[config.mk]
export PLATFORM = sky130hd
export DESIGN_NAME = rtc_poll_scheduler
export DESIGN_NICKNAME = d
export VERILOG_FILES = /design/src/rtl/rtc_poll_scheduler.sv
export SDC_FILE = /design/constraint.sdc
export NUM_CORES = 1
export LEC_CHECK = 0
export BUFFER_PORTS_ARGS = -buffer_cell sky130_fd_sc_hd__buf_4
export CAP_MARGIN = 20
export CORE_MARGIN = 1.5
export CORE_UTILIZATION = 35
export DETAILED_ROUTE_END_ITERATION = 10
export HOLD_SLACK_MARGIN = 0.06
export SLEW_MARGIN = 0
export SYNTH_ARGS = -nofsm -noshare
export SYNTH_HDL_FRONTEND = slang
export SYNTH_SLANG_ARGS = --single-unit
[constraint.sdc]
create_clock -name CLK -period 2.6 [get_ports CLK]
set_input_delay 0.26 -clock CLK [delete_from_list [all_inputs] [get_ports CLK]]
set_output_delay 0.26 -clock CLK [all_outputs]
set_load 0.005 [all_outputs]
[src/rtl/rtc_poll_scheduler.sv]
// Command sequencer for a DS1302 driver: clears write-protect, polls the time
// registers, publishes an untorn BCD time and services user set-time requests.
module rtc_poll_scheduler #(
    parameter logic [23:0] POLL_CYCLES    = 24'd5_000_000,
    parameter logic [19:0] TIMEOUT_CYCLES = 20'd200_000
) (
    input  logic       CLK,
    input  logic       RSTn,
    output logic [7:0] Start_Sig,
    input  logic       Done_Sig,
    output logic [7:0] Time_Write_Data,
    input  logic [7:0] Time_Read_Data,
    input  logic       Set_Req,
    input  logic [7:0] Set_Hour,
    input  logic [7:0] Set_Min,
    input  logic [7:0] Set_Sec,
    output logic       Set_Busy,
    output logic [7:0] Hour,
    output logic [7:0] Min,
    output logic [7:0] Sec,
    output logic       Time_Valid,
    output logic       Time_Update,
    output logic       Rtc_Err
);

    typedef enum logic [3:0] {
        S_INIT_WP, S_RD_SEC, S_RD_MIN, S_RD_HOUR, S_COMMIT, S_WAIT,
        S_SET_WP, S_WR_HOUR, S_WR_MIN, S_WR_SEC, S_GAP
    } state_t;

    state_t      state_q, state_d, ret_q, ret_d;
    logic [7:0]  start_q, start_d, wdata_q, wdata_d;
    logic [19:0] tmr_q, tmr_d;
    logic [23:0] poll_q, poll_d;
    logic [7:0]  sec_sh_q, sec_sh_d, min_sh_q, min_sh_d, hour_sh_q, hour_sh_d;
    logic [7:0]  sec_q, sec_d, min_q, min_d, hour_q, hour_d;
    logic [7:0]  set_sec_q, set_sec_d, set_min_q, set_min_d, set_hour_q, set_hour_d;
    logic        busy_q, busy_d, valid_q, valid_d, upd_q, upd_d, err_q, err_d;
    logic        issue;
    state_t      issue_st;

    function automatic logic [7:0] cmd_of(input state_t s);
        case (s)
            S_INIT_WP, S_SET_WP: cmd_of = 8'h80;
            S_WR_HOUR:           cmd_of = 8'h40;
            S_WR_MIN:            cmd_of = 8'h20;
            S_WR_SEC:            cmd_of = 8'h10;
            S_RD_HOUR:           cmd_of = 8'h04;
            S_RD_MIN:            cmd_of = 8'h02;
            S_RD_SEC:            cmd_of = 8'h01;
            default:             cmd_of = 8'h00;
        endcase
    endfunction

    function automatic state_t next_of(input state_t s);
        case (s)
            S_RD_SEC:  next_of = S_RD_MIN;
            S_RD_MIN:  next_of = S_RD_HOUR;
            S_RD_HOUR: next_of = S_COMMIT;
            S_SET_WP:  next_of = S_WR_HOUR;
            S_WR_HOUR: next_of = S_WR_MIN;
            S_WR_MIN:  next_of = S_WR_SEC;
            default:   next_of = S_RD_SEC;
        endcase
    endfunction

    always_ff @(posedge CLK or negedge RSTn) begin
        if (!RSTn) begin
            state_q    <= S_INIT_WP;
            ret_q      <= S_RD_SEC;
            start_q    <= 8'h00;
            wdata_q    <= 8'h00;
            tmr_q      <= 20'd0;
            poll_q     <= 24'd0;
            sec_sh_q   <= 8'h00;
            min_sh_q   <= 8'h00;
            hour_sh_q  <= 8'h00;
            sec_q      <= 8'h00;
            min_q      <= 8'h00;
            hour_q     <= 8'h00;
            set_sec_q  <= 8'h00;
            set_min_q  <= 8'h00;
            set_hour_q <= 8'h00;
            busy_q     <= 1'b0;
            valid_q    <= 1'b0;
            upd_q      <= 1'b0;
            err_q      <= 1'b0;
        end else begin
            state_q    <= state_d;
            ret_q      <= ret_d;
            start_q    <= start_d;
            wdata_q    <= wdata_d;
            tmr_q      <= tmr_d;
            poll_q     <= poll_d;
            sec_sh_q   <= sec_sh_d;
            min_sh_q   <= min_sh_d;
            hour_sh_q  <= hour_sh_d;
            sec_q      <= sec_d;
            min_q      <= min_d;
            hour_q     <= hour_d;
            set_sec_q  <= set_sec_d;
            set_min_q  <= set_min_d;
            set_hour_q <= set_hour_d;
            busy_q     <= busy_d;
            valid_q    <= valid_d;
            upd_q      <= upd_d;
            err_q      <= err_d;
        end
    end

    always_comb begin
        state_d    = state_q;
        ret_d      = ret_q;
        start_d    = start_q;
        wdata_d    = wdata_q;
        tmr_d      = tmr_q;
        poll_d     = poll_q;
        sec_sh_d   = sec_sh_q;
        min_sh_d   = min_sh_q;
        hour_sh_d  = hour_sh_q;
        sec_d      = sec_q;
        min_d      = min_q;
        hour_d     = hour_q;
        set_sec_d  = set_sec_q;
        set_min_d  = set_min_q;
        set_hour_d = set_hour_q;
        busy_d     = busy_q;
        valid_d    = valid_q;
        upd_d      = 1'b0;
        err_d      = err_q;
        issue      = 1'b0;
        issue_st   = state_q;

        if (Set_Req && !busy_q) begin
            busy_d     = 1'b1;
            set_sec_d  = Set_Sec;
            set_min_d  = Set_Min;
            set_hour_d = Set_Hour;
        end

        case (state_q)
            S_GAP: begin
                state_d = ret_q;
                if (ret_q != S_COMMIT) begin
                    issue    = 1'b1;
                    issue_st = ret_q;
                end
            end
            S_COMMIT: begin
                sec_d   = sec_sh_q;
                min_d   = min_sh_q;
                hour_d  = hour_sh_q;
                upd_d   = 1'b1;
                valid_d = 1'b1;
                poll_d  = 24'd1;
                state_d = S_WAIT;
            end
            S_WAIT: begin
                // A pending set pre-empts the poll wait; otherwise the next burst
                // starts POLL_CYCLES clocks after COMMIT.
                if (busy_q) begin
                    state_d  = S_SET_WP;
                    issue    = 1'b1;
                    issue_st = S_SET_WP;
                end else if (poll_q >= POLL_CYCLES - 24'd1) begin
                    state_d  = S_RD_SEC;
                    issue    = 1'b1;
                    issue_st = S_RD_SEC;
                end else begin
                    poll_d = poll_q + 24'd1;
                end
            end
            default: begin
                // Start_Sig is only idle in a command state right after reset.
                if (start_q == 8'h00) begin
                    issue    = 1'b1;
                    issue_st = state_q;
                end else if (Done_Sig || (tmr_q == TIMEOUT_CYCLES - 20'd1)) begin
                    start_d = 8'h00;
                    wdata_d = 8'h00;
                    state_d = S_GAP;
                    ret_d   = next_of(state_q);
                    if (!Done_Sig) begin
                        err_d = 1'b1;
                    end else begin
                        case (state_q)
                            S_RD_SEC:  sec_sh_d  = Time_Read_Data & 8'h7F;
                            S_RD_MIN:  min_sh_d  = Time_Read_Data & 8'h7F;
                            S_RD_HOUR: hour_sh_d = Time_Read_Data & 8'h3F;
                            default:   ;
                        endcase
                    end
                    if (state_q == S_WR_SEC) begin
                        busy_d = 1'b0;
                    end
                end else begin
                    tmr_d = tmr_q + 20'd1;
                end
            end
        endcase

        if (issue) begin
            start_d = cmd_of(issue_st);
            tmr_d   = 20'd0;
            case (issue_st)
                S_WR_HOUR: wdata_d = set_hour_q & 8'h3F;
                S_WR_MIN:  wdata_d = set_min_q;
                S_WR_SEC:  wdata_d = set_sec_q & 8'h7F;
                default:   wdata_d = 8'h00;
            endcase
        end
    end

    always_comb begin
        Start_Sig       = start_q;
        Time_Write_Data = wdata_q;
        Set_Busy        = busy_q;
        Hour            = hour_q;
        Min             = min_q;
        Sec             = sec_q;
        Time_Valid      = valid_q;
        Time_Update     = upd_q;
        Rtc_Err         = err_q;
    end

endmodule

==> results.md, run 1 <==
| Group | Parameter | This run |
|---|---|---|
| cells and area | Fraction of layout cells with a size suffix above 1 | 29.7% |
| worst setup path | Critical path launch point | Start_Sig[2] |
| worst setup path | Critical-path cell with the highest stage delay | sky130_fd_sc_hd__or4_1 |
| sta | Setup TNS | 0 ns |
| worst setup path | CP endpoint | Time_Write_Data[7] |
| grt | First-pass GRT wire length | 24300 µm |
| synthesis | Most used flip-flop cell after synthesis | sky130_fd_sc_hd__dfrtp_1 |
| worst setup path | Critical Path Sink Type | flop |
| clocking | Number of clock buffers inserted by TritonCTS | 17 |
| sta | Post-route worst hold slack | 0.0765 ns |
| die | Horiz. Die Dim | 136 µm |
| grt | Number of antenna violations at the first check in global routing | 0 |
| synthesis | Sequential area share after synthesis | 53.1% |
| power | Power density normalized to cell area | 980 nW/µm² |
| sta | Max-slew violation count | 0 |
| sta | Setup repair after global routing missed its margin | false |
| sta | Worst-case headroom to the max-slew limit | 65.8% |
| sta | Maximum clock frequency | 399 MHz |
| grt | Number of global-route vias before repair | 5020 |
| route | Vias/cell | 5.26 |
| route | Post-DR wirelength/cell | 15.4 µm |
| power | Leak Pwr | 0.00375 µW |
| sta | Hold violation total from the final report | 0 |
| worst setup path | Cell-by-cell listing of the critical path | or4_4 > nor4_4 > nor2_4 > or4_1 > nor2_1 > a22o_1 |
| sta | Slew at the pin closest to its max-slew limit | 0.509 ns |
| worst setup path | Kind of critical path | reg2reg |
| cells and area | Area occupied by multi-input gates | 2790 µm² |
| synthesis | Yosys cell types | 70 |
| cells and area | Number of cells in the finished layout apart from fillers | 952 |
| worst setup path | Slowest Stage Delay on Critical Path | 0.73 ns |
| sta | Portion of the clock cycle consumed by the worst path in the final layout | 96.4% |
| route | Total wirelength of the detailed-routed design | 14700 µm |
| synthesis | Yosys warns | 0 |
| grt | Global-route usage over all layers | 16.6% |
| grt | Pin count of the biggest net entering global routing | 72 |
| placed design | Estimated wirelength of the detail-placed design | 10000 µm |
| worst setup path | Worst Path Max Fanout | 8 |
| worst setup path | CP required | 2.96 ns |
| cells and area | Most frequent cells in the layout | 130 x sky130_fd_sc_hd__dfrtp_1, 108 x sky130_fd_sc_hd__buf_4, 106 x sky130_fd_sc_hd__nand2_1 |
| power | IR drop worst, VDD | 0.000569 V |
| die | I/O Pins | 80 |
| worst setup path | Setup slack of the worst register-to-register path | 0.09 ns |
| route | Post-detailed-route count of antenna-violating nets | 0 |
| worst setup path | CP Data Arrival Time | 2.86 ns |
| placed design | IO buf count | 70 |
| cells and area | Most common cell after layout, fill and taps aside | sky130_fd_sc_hd__dfrtp_1 |
| die | Effective utilization at floorplan | 35.9% |
| worst setup path | Worst R2R Start | Start_Sig[2] |
| clocking | Clock tree from TritonCTS | done |
| cells and area | Layout area overhead | 29.7% |
| grt | GRT Residual Overflow | 0 |
| route | Number of vias after detailed routing | 5010 |
| placed design | Placed cells | 904 |
| worst setup path | Type of element launching the critical path | flop |
| route | Initial DRC Count | 341 |
| run status | Result of the run | finished clean |
| clocking | Clock root buffer | sky130_fd_sc_hd__clkbuf_16 |
| die | Floorplan core area | 17400 µm² |
| route | Length of the first detailed-routing pass in iterations | 5 |
| clocking | Number of clock sinks | 132 |
| synthesis | FF+latch count, synth | 132 |
| synthesis | Fraction of registers with async set/reset | 100% |
| synthesis | Count of flip-flops with a built-in enable after synthesis | 0 |
| die | Row cnt | 48 |
| cells and area | Sequential standard cell area | 3310 µm² |
| die | Vertical extent of the die | 136 µm |
| worst hold path | Worst Hold Class | in2reg |
| worst setup path | End of the worst register-to-register path | Time_Write_Data[7] |
| route | Drc violations | 0 |
| synthesis | Number of instances in the synthesized netlist | 598 |
| die | Floorplan die area | 18600 µm² |
| placed design | Gp weighted congestion | 0.894 |
| sta | Final min period | 2.51 ns |
| clocking | Clock latency at the later pin of the worst-skew pair | 0.42 ns |
| sta | Worst clock skew on the final layout | 0.00641 ns |
| sta | Setup violation total in the final timing report | 0 |
| synthesis | Area of the mapped netlist | 6230 µm² |
| job | Max-cap violations | 0 |
| cells and area | Fill count | 1624 |
| clocking | Max H-tree Level | 4 |
| clocking | Clock-pin transition on the worst setup and hold timing paths | 0.06 ns |
| cells and area | Diode insertion count for antenna repair | 0 |
| worst setup path | Reg2Reg Depth | 6 |
| clocking | Largest buffer count on any clock path | 2 |
| worst hold path | Start point of the worst min-delay path | Set_Min[2] |
| cells and area | Final #Nets | 752 |
| synthesis | Synthesized area per cell | 10.4 µm² |
## metal layers
metal / share of wire [%] / track usage (%) / wire (µm) / up-vias
li1: - / - / - / 2371
met1: 44 / 20.5 / 6450 / 2494
met2: 49 / 27.6 / 7250 / 124
met3: 5.1 / 4.66 / 746 / 21
met4: 1.7 / 6.32 / 255 / 0
met5: 0 / 0 / 0 / -
## where the power goes
part	internal (µW)	total [µW]	switching [µW]	leakage, µW
registers	2560	2910	354	0.00176
logic	1170	2390	1210	0.00168
clock network	1710	2620	905	0.000316
## synthesized netlist by cell type (all sizes together), types with 3 or more instances
master	instances	area, µm²
o21a	8	60.1
nand3	16	80.1
and4	4	35.0
or3	12	75.1
nor3	13	70.1
buf	18	115
mux2	41	462
mux2i	7	70.1
a31oi	6	43.8
o21ai	23	119
nand2	107	404
a221o	7	70.1
clkbuf	14	52.6
and2	5	33.8
o41ai	3	26.3
nor4	6	65.1
xnor2	8	70.1
or4	8	63.8
nand4	10	62.6
nor2	42	160
a211oi	3	22.5
nor4b	5	50.0
xor2	8	70.1
and3	10	62.6
inv	13	48.8
a31o	3	26.3
dfrtp	131	3280
a32o	5	50.1
a21o	3	22.5
a211o	3	26.3
o211ai	8	60.1
a21oi	22	121
## worst min path at each step
stage / endpoint / slack (ns) / cells after the start
after global placement: Min[0] / 0.17 / 1
after global routing: set_hour_q[2] / 0.06 / 2
final: set_min_q[2] / 0.08 / 2
after CTS: set_min_q[2] / 0.06 / 2
after detailed placement: Min[0] / 0.18 / 1
after floorplan: Hour[0] / -0.04 / 0
## layout make-up
type                            count  share of cell area (%)
Clock buffer                       21                    5.95
Clock inverter                     11                    2.12
Inverter                           14                   0.651
Multi-Input combinational cell    426                    34.6
Sequential cell                   132                    40.9
Tap cell                          225                    3.49
Timing Repair Buffer              123                    12.3
## critical path, delay by kind of cell (launching register included)
family | cells | cell delay (ns)
compound gates | 1 | 0.14
flops | 1 | 0.39
simple gates | 5 | 1.91
## per-stage QoR
stage | instance area, µm² | util (%) | worst slack, ns | total power, µW
2_1_floorplan | 6240 | - | 0.286 | 4310
3_3_place_gp | 7210 | 41.6 | 0.0191 | 5180
3_5_place_dp | 7210 | 41.6 | -0.00370 | 5270
4_1_cts | 7980 | 46.0 | 0.00404 | 7940
5_1_grt | 8080 | 46.5 | 0.0168 | 8360
6_report | 8080 | 46.5 | 0.0948 | 7920
## flip-flops by register name, indices dropped and copies added, names as in the netlist, 4 cells and up
| name | flops |
|---|---|
| ret_q | 4 |
| min_sh_q | 7 |
| set_sec_q | 7 |
| hour_sh_q | 6 |
| poll_q | 24 |
| Sec | 7 |
| Start_Sig | 7 |
| Min | 7 |
| state_q | 4 |
| set_hour_q | 6 |
| tmr_q | 20 |
| Hour | 6 |
| sec_sh_q | 7 |
| Time_Write_Data | 8 |
| set_min_q | 8 |
## what timing repair did
| action | CTS | global route |
|---|---|---|
| gates resized for setup | 1 | 11 |
| hold endpoints to repair | 33 | 0 |
| gates cloned | 0 | 2 |
| hold buffers | 11 | 0 |
| endpoints found under the setup margin | 7 | 45 |
| buffers inserted | 0 | 3 |
## logic make-up (layout without fill, tap and decap cells)
| kind of cell | count (synthesis) | in the layout | share of synthesized area, % |
|---|---|---|---|
| other cells | 1 | 5 | 0.0602 |
| compound gates | 103 | 104 | 11.6 |
| xor+xnor | 16 | 16 | 2.25 |
| flops | 132 | 132 | 53.1 |
| simple gates | 250 | 251 | 20.6 |
| fa+ha+maj | 2 | 2 | 0.402 |
| mux | 48 | 48 | 8.54 |
| buf+inv | 46 | 169 | 3.54 |
No activity file was read; power rests on OpenSTA's default activity.
==> run 2, diff against run 1 <==
--- a/config.mk
+++ b/config.mk
@@ -6,7 +6,6 @@
 export NUM_CORES = 1
 export LEC_CHECK = 0
 export BUFFER_PORTS_ARGS = -buffer_cell sky130_fd_sc_hd__buf_4
-export CAP_MARGIN = 20
 export CORE_MARGIN = 1.5
 export CORE_UTILIZATION = 35
 export DETAILED_ROUTE_END_ITERATION = 10
==> constraint.sdc (replaced) <==
create_clock -name CLK -period 2.6 [get_ports CLK]
set_input_delay 0.65 -clock CLK [delete_from_list [all_inputs] [get_ports CLK]]
set_output_delay 0.65 -clock CLK [all_outputs]
set_load 0.005 [all_outputs]
==> run 2 against run 1 <==
  * Routed wire length decreased by 3.9%
  * Final cell count is 1.2% lower
  * Clock power is 8.8% lower
  * Combinational power about the same
  * Global-route usage decreased by 0.39 points
  * Die area unchanged
  * Largest power group unchanged
  * Highest routed layer unchanged
==> results.md, run 2 (same netlist as run 1, synthesis figures left out) <==
| Group | Parameter | This run | vs previous |
|---|---|---|---|
| clocking | Max H-tree Level | 4 | unchanged |
| sta | Post-route worst hold slack | 0.108 ns | +0.0317 ns |
| sta | Worst-case headroom to the max-slew limit | 57.3% | -8.5 points |
| sta | Setup TNS | 0 ns | unchanged |
| grt | Global-route usage over all layers | 16.2% | -0.39 points |
| route | Drc violations | 0 | unchanged |
| die | Floorplan core area | 17400 µm² | unchanged |
| die | Floorplan die area | 18600 µm² | unchanged |
| cells and area | Final instance area | 7920 µm² | -1.9% |
| sta | Portion of the clock cycle consumed by the worst path in the final layout | 97.4% | +1.1 points |
| placed design | Gp weighted congestion | 0.901 | +0.79% |
| clocking | Clock root buffer | sky130_fd_sc_hd__clkbuf_16 |  |
| clocking | Hold-fix buffers, CTS | 0 | -11 |
| die | I/O Pins | 80 | unchanged |
| grt | GR peak layer | met2 |  |
| die | Vertical extent of the die | 136 µm | unchanged |
| worst setup path | Worst Path Max Fanout | 8 | unchanged |
| sta | Worst clock skew on the final layout | 0.00933 ns | +0.00291 ns |
| cells and area | Fraction of layout cells with a size suffix above 1 | 30.4% | +0.74 points |
| route | Length of the first detailed-routing pass in iterations | 4 | -1 |
| sta | Setup violation total in the final timing report | 0 | unchanged |
| cells and area | Most common cell after layout, fill and taps aside | sky130_fd_sc_hd__dfrtp_1 |  |
| route | Vias/cell | 5.15 | -2.2% |
| grt | Number of global-route vias before repair | 4980 | -0.80% |
| route | Total wirelength of the detailed-routed design | 14100 µm | -3.9% |
| cells and area | Most frequent cells in the layout | 131 x sky130_fd_sc_hd__dfrtp_1, 109 x sky130_fd_sc_hd__buf_4, 106 x sky130_fd_sc_hd__nand2_1 |  |
| worst setup path | Type of element launching the critical path | flop |  |
| power | IR drop worst, VDD | 0.000503 V | -12% |
| cells and area | Diode insertion count for antenna repair | 0 | unchanged |
| job | Max-cap violations | 0 | unchanged |
| placed design | Placed cells | 903 | -0.11% |
| clocking | Number of clock buffers inserted by TritonCTS | 17 | unchanged |
| clocking | Clock latency at the later pin of the worst-skew pair | 0.41 ns | about the same |
| placed design | Estimated wirelength of the detail-placed design | 9670 µm | -3.4% |
| route | Post-detailed-route count of antenna-violating nets | 0 | unchanged |
| sta | Hold violation total from the final report | 0 | unchanged |
| sta | Final min period | 2.53 ns | +0.0274 ns |
| cells and area | Final #Nets | 741 | -1.5% |
| cells and area | Layout area overhead | 27.3% |  |
| grt | Met1 global-route usage | 20.2% | -0.36 points |
| grt | GRT Residual Overflow | 0 | unchanged |
| power | Final Total Pwr | 7690 µW | -2.9% |
| worst setup path | CP Data Arrival Time | 2.86 ns | about the same |
| grt | Met2 usage | 26.7% | -0.90 points |
| clocking | Largest buffer count on any clock path | 2 | unchanged |
| cells and area | Top reg by flops | poll_q |  |
| cells and area | Number of cells in the finished layout apart from fillers | 941 | -1.2% |
| sta | Slew at the pin closest to its max-slew limit | 0.635 ns | +0.126 ns |
| route | Initial DRC Count | 377 | +11% |
| worst setup path | Critical Path Sink Type | flop |  |
| die | Effective utilization at floorplan | 35.9% | unchanged |
| route | Post-DR wirelength/cell | 15.0 µm | -2.8% |
| grt | Global Route met3 Usage | 4.59% | -0.075 points |
| sta | Maximum clock frequency | 395 MHz | -1.1% |
| run status | Result of the run | finished clean |  |
| power | Power density normalized to cell area | 971 nW/µm² | -0.97% |
| clocking | Clock tree from TritonCTS | done |  |
| sta | Max-slew violation count | 0 | unchanged |
| clocking | Number of clock sinks | 132 | unchanged |
| grt | Number of antenna violations at the first check in global routing | 0 | unchanged |
| die | Row cnt | 48 | unchanged |
| power | Leak Pwr | 0.00369 µW | -1.7% |
| grt | Pin count of the biggest net entering global routing | 67 | -6.9% |
| cells and area | Max FFs per register | 24 | unchanged |
| placed design | Area after DPL | 7210 µm² | -0.10% |
| clocking | Clock-pin transition on the worst setup and hold timing paths | 0.06 ns | about the same |
| worst hold path | Worst Hold Class | in2async |  |
| worst setup path | Kind of critical path | reg2reg |  |
| cells and area | Fill count | 1613 | -0.68% |
| die | Horiz. Die Dim | 136 µm | unchanged |
| grt | First-pass GRT wire length | 23800 µm | -2.3% |
| cells and area | Biggest registers after layout | poll_q x24, tmr_q x20 |  |
| route | Number of vias after detailed routing | 4843 | -3.3% |
| worst setup path | CP required | 2.93 ns | -0.03 ns |
| placed design | IO buf count | 70 | unchanged |
==> run 2: cell count changes in the layout (fill, tap and decap cells not counted), moves of 2 or more <==
| cell | change |
|---|---|
| sky130_fd_sc_hd__bufinv_16 | -2 |
| sky130_fd_sc_hd__clkbuf_8 | -2 |
| sky130_fd_sc_hd__clkinv_4 | +4 |
| sky130_fd_sc_hd__dlygate4sd3_1 | -11 |
| sky130_fd_sc_hd__or4_1 | -2 |
| sky130_fd_sc_hd__or4_4 | +2 |
==> run 2: final cells by class <==
| cell class | count | area, µm² | share of cell area (%) |
|---|---|---|---|
| clock buffers | 19 | 453 | 5.72 |
| clock inverters | 13 | 148 | 1.86 |
| inverters | 14 | 52.6 | 0.663 |
| multi-input cells | 425 | 2790 | 35.3 |
| flip-flops and latches | 132 | 3300 | 41.7 |
| well taps | 225 | 282 | 3.55 |
| repair buffers | 113 | 890 | 11.2 |
==> run 2: path summary, 6_finish.rpt <==
| check | from | endpoint | slack, ns | depth (start not counted) |
|---|---|---|---|---|
| worst max-delay path | Start_Sig[7] | tmr_q[11] | 0.07 | 9 |
| worst min-delay path | RSTn | Sec[3] | 0.11 | 1 |
| worst max register to register | Start_Sig[7] | tmr_q[11] | 0.07 | 9 |
| worst min register to register | Rtc_Err | Rtc_Err | 0.46 | 1 |
| max in group asynchronous | RSTn | tmr_q[16] | 1.84 | 2 |
| min in group CLK | Rtc_Err | Rtc_Err | 0.46 | 1 |
==> run 2: critical path, stage by stage, from the launching register on <==
cell	delay [ns]
sky130_fd_sc_hd__dfrtp_1	0.40
sky130_fd_sc_hd__or4_4	0.55
sky130_fd_sc_hd__nor4_4	0.22
sky130_fd_sc_hd__buf_4	0.17
sky130_fd_sc_hd__nor2_4	0.07
sky130_fd_sc_hd__a21oi_4	0.21
sky130_fd_sc_hd__nand4b_4	0.15
sky130_fd_sc_hd__buf_4	0.18
sky130_fd_sc_hd__or3_1	0.34
sky130_fd_sc_hd__a21oi_1	0.16
==> run 2: what timing repair did <==
item / in CTS / in global routing
endpoints found under the setup margin: 6 / 26
setup buffers: 0 / 5
cloned: 0 / 1
pin swaps: 0 / 7
gates resized for setup: 1 / 14
==> run 2: metal layers <==
| layer | share of wire (%) | up-vias |
|---|---|---|
| li1 | - | 2346 |
| met1 | 46 | 2407 |
| met2 | 50 | 84 |
| met3 | 3.3 | 6 |
| met4 | 0.60 | 0 |
| met5 | 0 | - |
==> run 2: report_power, final <==
part | internal (µW) | switching [µW] | leakage, µW | total, µW
sequential | 2560 | 340 | 0.00176 | 2900
combinational | 1200 | 1210 | 0.00163 | 2410
clock | 1470 | 913 | 0.000294 | 2390
==> run 2: per-stage QoR <==
stage | setup WS (ns) | utilization (%)
floorplan | 0.286 | -
global placement | 0.0126 | 41.5
detailed placement | -0.0574 | 41.5
CTS | 0.0130 | 45.0
global route | -0.0154 | 45.6
finish | 0.0674 | 45.6
==> run 3, diff against run 2 <==
--- a/config.mk
+++ b/config.mk
@@ -5,11 +5,13 @@
 export SDC_FILE = /design/constraint.sdc
 export NUM_CORES = 1
 export LEC_CHECK = 0
+export ABC_CLOCK_PERIOD_IN_PS = 2600
 export BUFFER_PORTS_ARGS = -buffer_cell sky130_fd_sc_hd__buf_4
 export CORE_MARGIN = 1.5
-export CORE_UTILIZATION = 35
+export CORE_UTILIZATION = 58
 export DETAILED_ROUTE_END_ITERATION = 10
-export HOLD_SLACK_MARGIN = 0.06
+export HOLD_SLACK_MARGIN = 0.12
+export PLACE_DENSITY = 0.8
 export SLEW_MARGIN = 0
 export SYNTH_ARGS = -nofsm -noshare
 export SYNTH_HDL_FRONTEND = slang
==> run 3 against run 2 <==
  * Clock skew is 0.0047 ns lower
  * Clock power is 5% lower
  * Combinational power hardly changed
  * Routed wire length is 0.13% higher
  * First-iteration DRC count is 34% higher
  * Maximum frequency is 0.59% lower
  * Worst setup slack worse by 0.015 ns
  * Global-route usage is 11 points higher
  * Design area is 2.0% lower
  * Clock-buffer cell count is 3 higher
==> results.md, run 3 (same netlist as run 1, synthesis figures left out) <==
| Group | Parameter | This run | vs previous |
|---|---|---|---|
| clocking | Clock-pin transition on the worst setup and hold timing paths | 0.06 ns | about the same |
| grt | Global-route usage over all layers | 26.9% | +11 points |
| worst setup path | Slowest Stage Delay on Critical Path | 0.55 ns | about the same |
| die | Effective utilization at floorplan | 60.0% | +24 points |
| clocking | Number of clock buffers inserted by TritonCTS | 17 | unchanged |
| power | Leak Pwr | 0.00367 µW | -0.52% |
| route | Post-DR wirelength/cell | 16.7 µm | +11% |
| worst setup path | Setup slack of the worst register-to-register path | 0.05 ns | -0.02 ns |
| die | Horiz. Die Dim | 107 µm | -22% |
| cells and area | Max FFs per register | 24 | unchanged |
| worst setup path | Worst Path Buf+Inv | 0 | -2 |
| sta | Max-slew violation count | 0 | unchanged |
| placed design | IO buf count | 70 | unchanged |
| job | Max-cap violations | 0 | unchanged |
| power | Final Total Pwr | 7630 µW | -0.78% |
| worst hold path | Start point of the worst min-delay path | Set_Hour[0] |  |
| worst setup path | Kind of cell adding the most delay to the critical path | simple AND/OR/NAND/NOR gates |  |
| sta | Final min period | 2.55 ns | +0.0151 ns |
| worst setup path | Reg2Reg Depth | 7 | -2 |
| worst setup path | Most prevalent standard cell on the critical path | sky130_fd_sc_hd__or4_4 |  |
| route | Vias/cell | 5.95 | +16% |
| placed design | Estimated wirelength of the detail-placed design | 9320 µm | -3.6% |
| cells and area | Number of cells in the finished layout apart from fillers | 849 | -9.8% |
| cells and area | Most common cell after layout, fill and taps aside | sky130_fd_sc_hd__dfrtp_1 |  |
| worst setup path | Worst Path Max Fanout | 13 | +5 |
| cells and area | Fraction of layout cells with a size suffix above 1 | 29.7% | -0.71 points |
| placed design | Placed cells | 811 | -10% |
| grt | Number of global-route vias before repair | 4939 | -0.82% |
| clocking | Clock tree from TritonCTS | done |  |
| clocking | Largest buffer count on any clock path | 2 | unchanged |
| worst setup path | Critical-path cell with the highest stage delay | sky130_fd_sc_hd__or4_4 |  |
| cells and area | Biggest registers after layout | poll_q x24, tmr_q x20 |  |
| cells and area | Top reg by flops | poll_q |  |
| worst setup path | End of the worst register-to-register path | tmr_q[19] |  |
| die | Row cnt | 37 | -23% |
| worst setup path | Critical Path Sink Type | flop |  |
| clocking | Number of clock sinks | 132 | unchanged |
| run status | Result of the run | finished clean |  |
| worst setup path | CP required | 3.07 ns | +0.14 ns |
| worst setup path | Worst R2R Start | Start_Sig[2] |  |
| power | Power density normalized to cell area | 983 nW/µm² | +1.3% |
| die | Floorplan core area | 10400 µm² | -40% |
| route | Total wirelength of the detailed-routed design | 14200 µm | +0.13% |
| cells and area | Diode insertion count for antenna repair | 0 | unchanged |
| clocking | Max H-tree Level | 4 | unchanged |
| clocking | Clock root buffer | sky130_fd_sc_hd__clkbuf_8 |  |
| sta | Maximum clock frequency | 393 MHz | -0.59% |
| cells and area | Layout area overhead | 24.7% |  |
| route | Post-detailed-route count of antenna-violating nets | 0 | unchanged |
| cells and area | Utilization of the core after routing | 74.9% | +29 points |
| cells and area | Most frequent cells in the layout | 131 x sky130_fd_sc_hd__dfrtp_1, 108 x sky130_fd_sc_hd__buf_4, 106 x sky130_fd_sc_hd__nand2_1 |  |
| sta | Slew at the pin closest to its max-slew limit | 0.675 ns | +0.0396 ns |
| sta | Portion of the clock cycle consumed by the worst path in the final layout | 98.0% | +0.58 points |
| worst setup path | CP Data Arrival Time | 3.01 ns | +0.15 ns |
| worst setup path | Kind of critical path | reg2reg |  |
| grt | Pin count of the biggest net entering global routing | 68 | +1.5% |
| power | IR drop worst, VDD | 0.000731 V | +45% |
| die | Floorplan die area | 11400 µm² | -39% |
| sta | Post-route setup slack | 0.0523 ns | -0.0151 ns |
| sta | Worst-case headroom to the max-slew limit | 54.5% | -2.8 points |
| sta | Hold violation total from the final report | 0 | unchanged |
| worst setup path | Cell-by-cell listing of the critical path | or4_4 > nor4_4 > nor2_4 > a21oi_4 > nand4b_4 > or4_4 > a21oi_2 |  |
| grt | First-pass GRT wire length | 23700 µm | -0.21% |
| worst hold path | End point of the worst hold path | set_hour_q[0] |  |
| route | Initial DRC Count | 506 | +34% |
| route | Drc violations | 0 | unchanged |
| route | Length of the first detailed-routing pass in iterations | 5 | +1 |
| worst hold path | Hold Path Stages | 2 |  |
| clocking | Clock latency at the later pin of the worst-skew pair | 0.54 ns | +0.13 ns |
| route | Number of vias after detailed routing | 5051 | +4.3% |
| die | Vertical extent of the die | 107 µm | -22% |
| sta | Setup repair after global routing missed its margin | true |  |
| worst setup path | Type of element launching the critical path | flop |  |
| placed design | Setup slack after placement | -0.0720 ns | -0.0146 ns |
| sta | Setup violation total in the final timing report | 0 | unchanged |
| placed design | Gp weighted congestion | 0.951 | +5.6% |
| grt | Number of antenna violations at the first check in global routing | 0 | unchanged |
| die | I/O Pins | 80 | unchanged |
| cells and area | Final #Nets | 739 | -0.27% |
| grt | GRT Residual Overflow | 0 | unchanged |
| sta | Setup TNS | 0 ns | unchanged |
| worst hold path | Worst Hold Class | in2reg |  |
| sta | Worst clock skew on the final layout | 0.00463 ns | -0.00470 ns |
-- run 3: cell count changes in the layout (fill, tap and decap cells not counted), moves of 2 or more --
cell and change:
sky130_fd_sc_hd__clkbuf_1 +3, sky130_fd_sc_hd__clkinv_4 -5, sky130_fd_sc_hd__clkinvlp_4 +3, sky130_fd_sc_hd__inv_6 -3
sky130_fd_sc_hd__nor4_2 -2, sky130_fd_sc_hd__nor4_4 +2
-- run 3: final cells by class --
class                           count  area, µm²
Timing Repair Buffer              112        881
Sequential cell                   132       3300
Clock inverter                      9        105
Clock buffer                       22        453
Multi-Input combinational cell    424       2800
Fill cell                         687       2610
Tap cell                          136        170
Inverter                           14       52.6
-- run 3: worst max-delay path by stage --
stage | from | endpoint | slack [ns] | depth (start not counted)
finish | Start_Sig[2] | tmr_q[19] | 0.05 | 7
global route | Start_Sig[2] | Time_Write_Data[7] | -0.03 | 6
CTS | Start_Sig[2] | tmr_q[19] | 0.02 | 7
detailed placement | poll_q[12] | Time_Write_Data[2] | -0.07 | 9
global placement | poll_q[0] | Time_Write_Data[4] | 0.02 | 8
floorplan | poll_q[0] | poll_q[9] | 0.29 | 9
-- run 3: what timing repair did --
action / CTS / global route
resized for setup: 3 / 12
setup endpoints to repair: 10 / 45
setup buffers: 0 / 6
hold buffers: 1 / 0
pin swaps: 0 / 5
endpoints found under the hold margin: 37 / 0
-- run 3: where the power goes --
group          leakage, µW  switching [µW]  internal [µW]  total [µW]
sequential         0.00176             383           2560        2940
clock             0.000263             858           1400        2260
combinational      0.00164            1210           1220        2430
total              0.00367            2450           5190        7630
-- run 3: metal layers --
| metal | GRT usage (%) | wire [µm] |
|---|---|---|
| met1 | 34.6 | 6060 |
| met2 | 43.7 | 7040 |
| met3 | 6.50 | 755 |
| met4 | 11.5 | 301 |
| met5 | 0 | 0 |
-- run 3: metrics by stage --
stage               hold slack, ns  area, µm²
floorplan                    0.354       6240
finish                       0.343       7760
global route                 0.335       7760
CTS                          0.331       7640
detailed placement           0.450       7060
global placement             0.444       7060
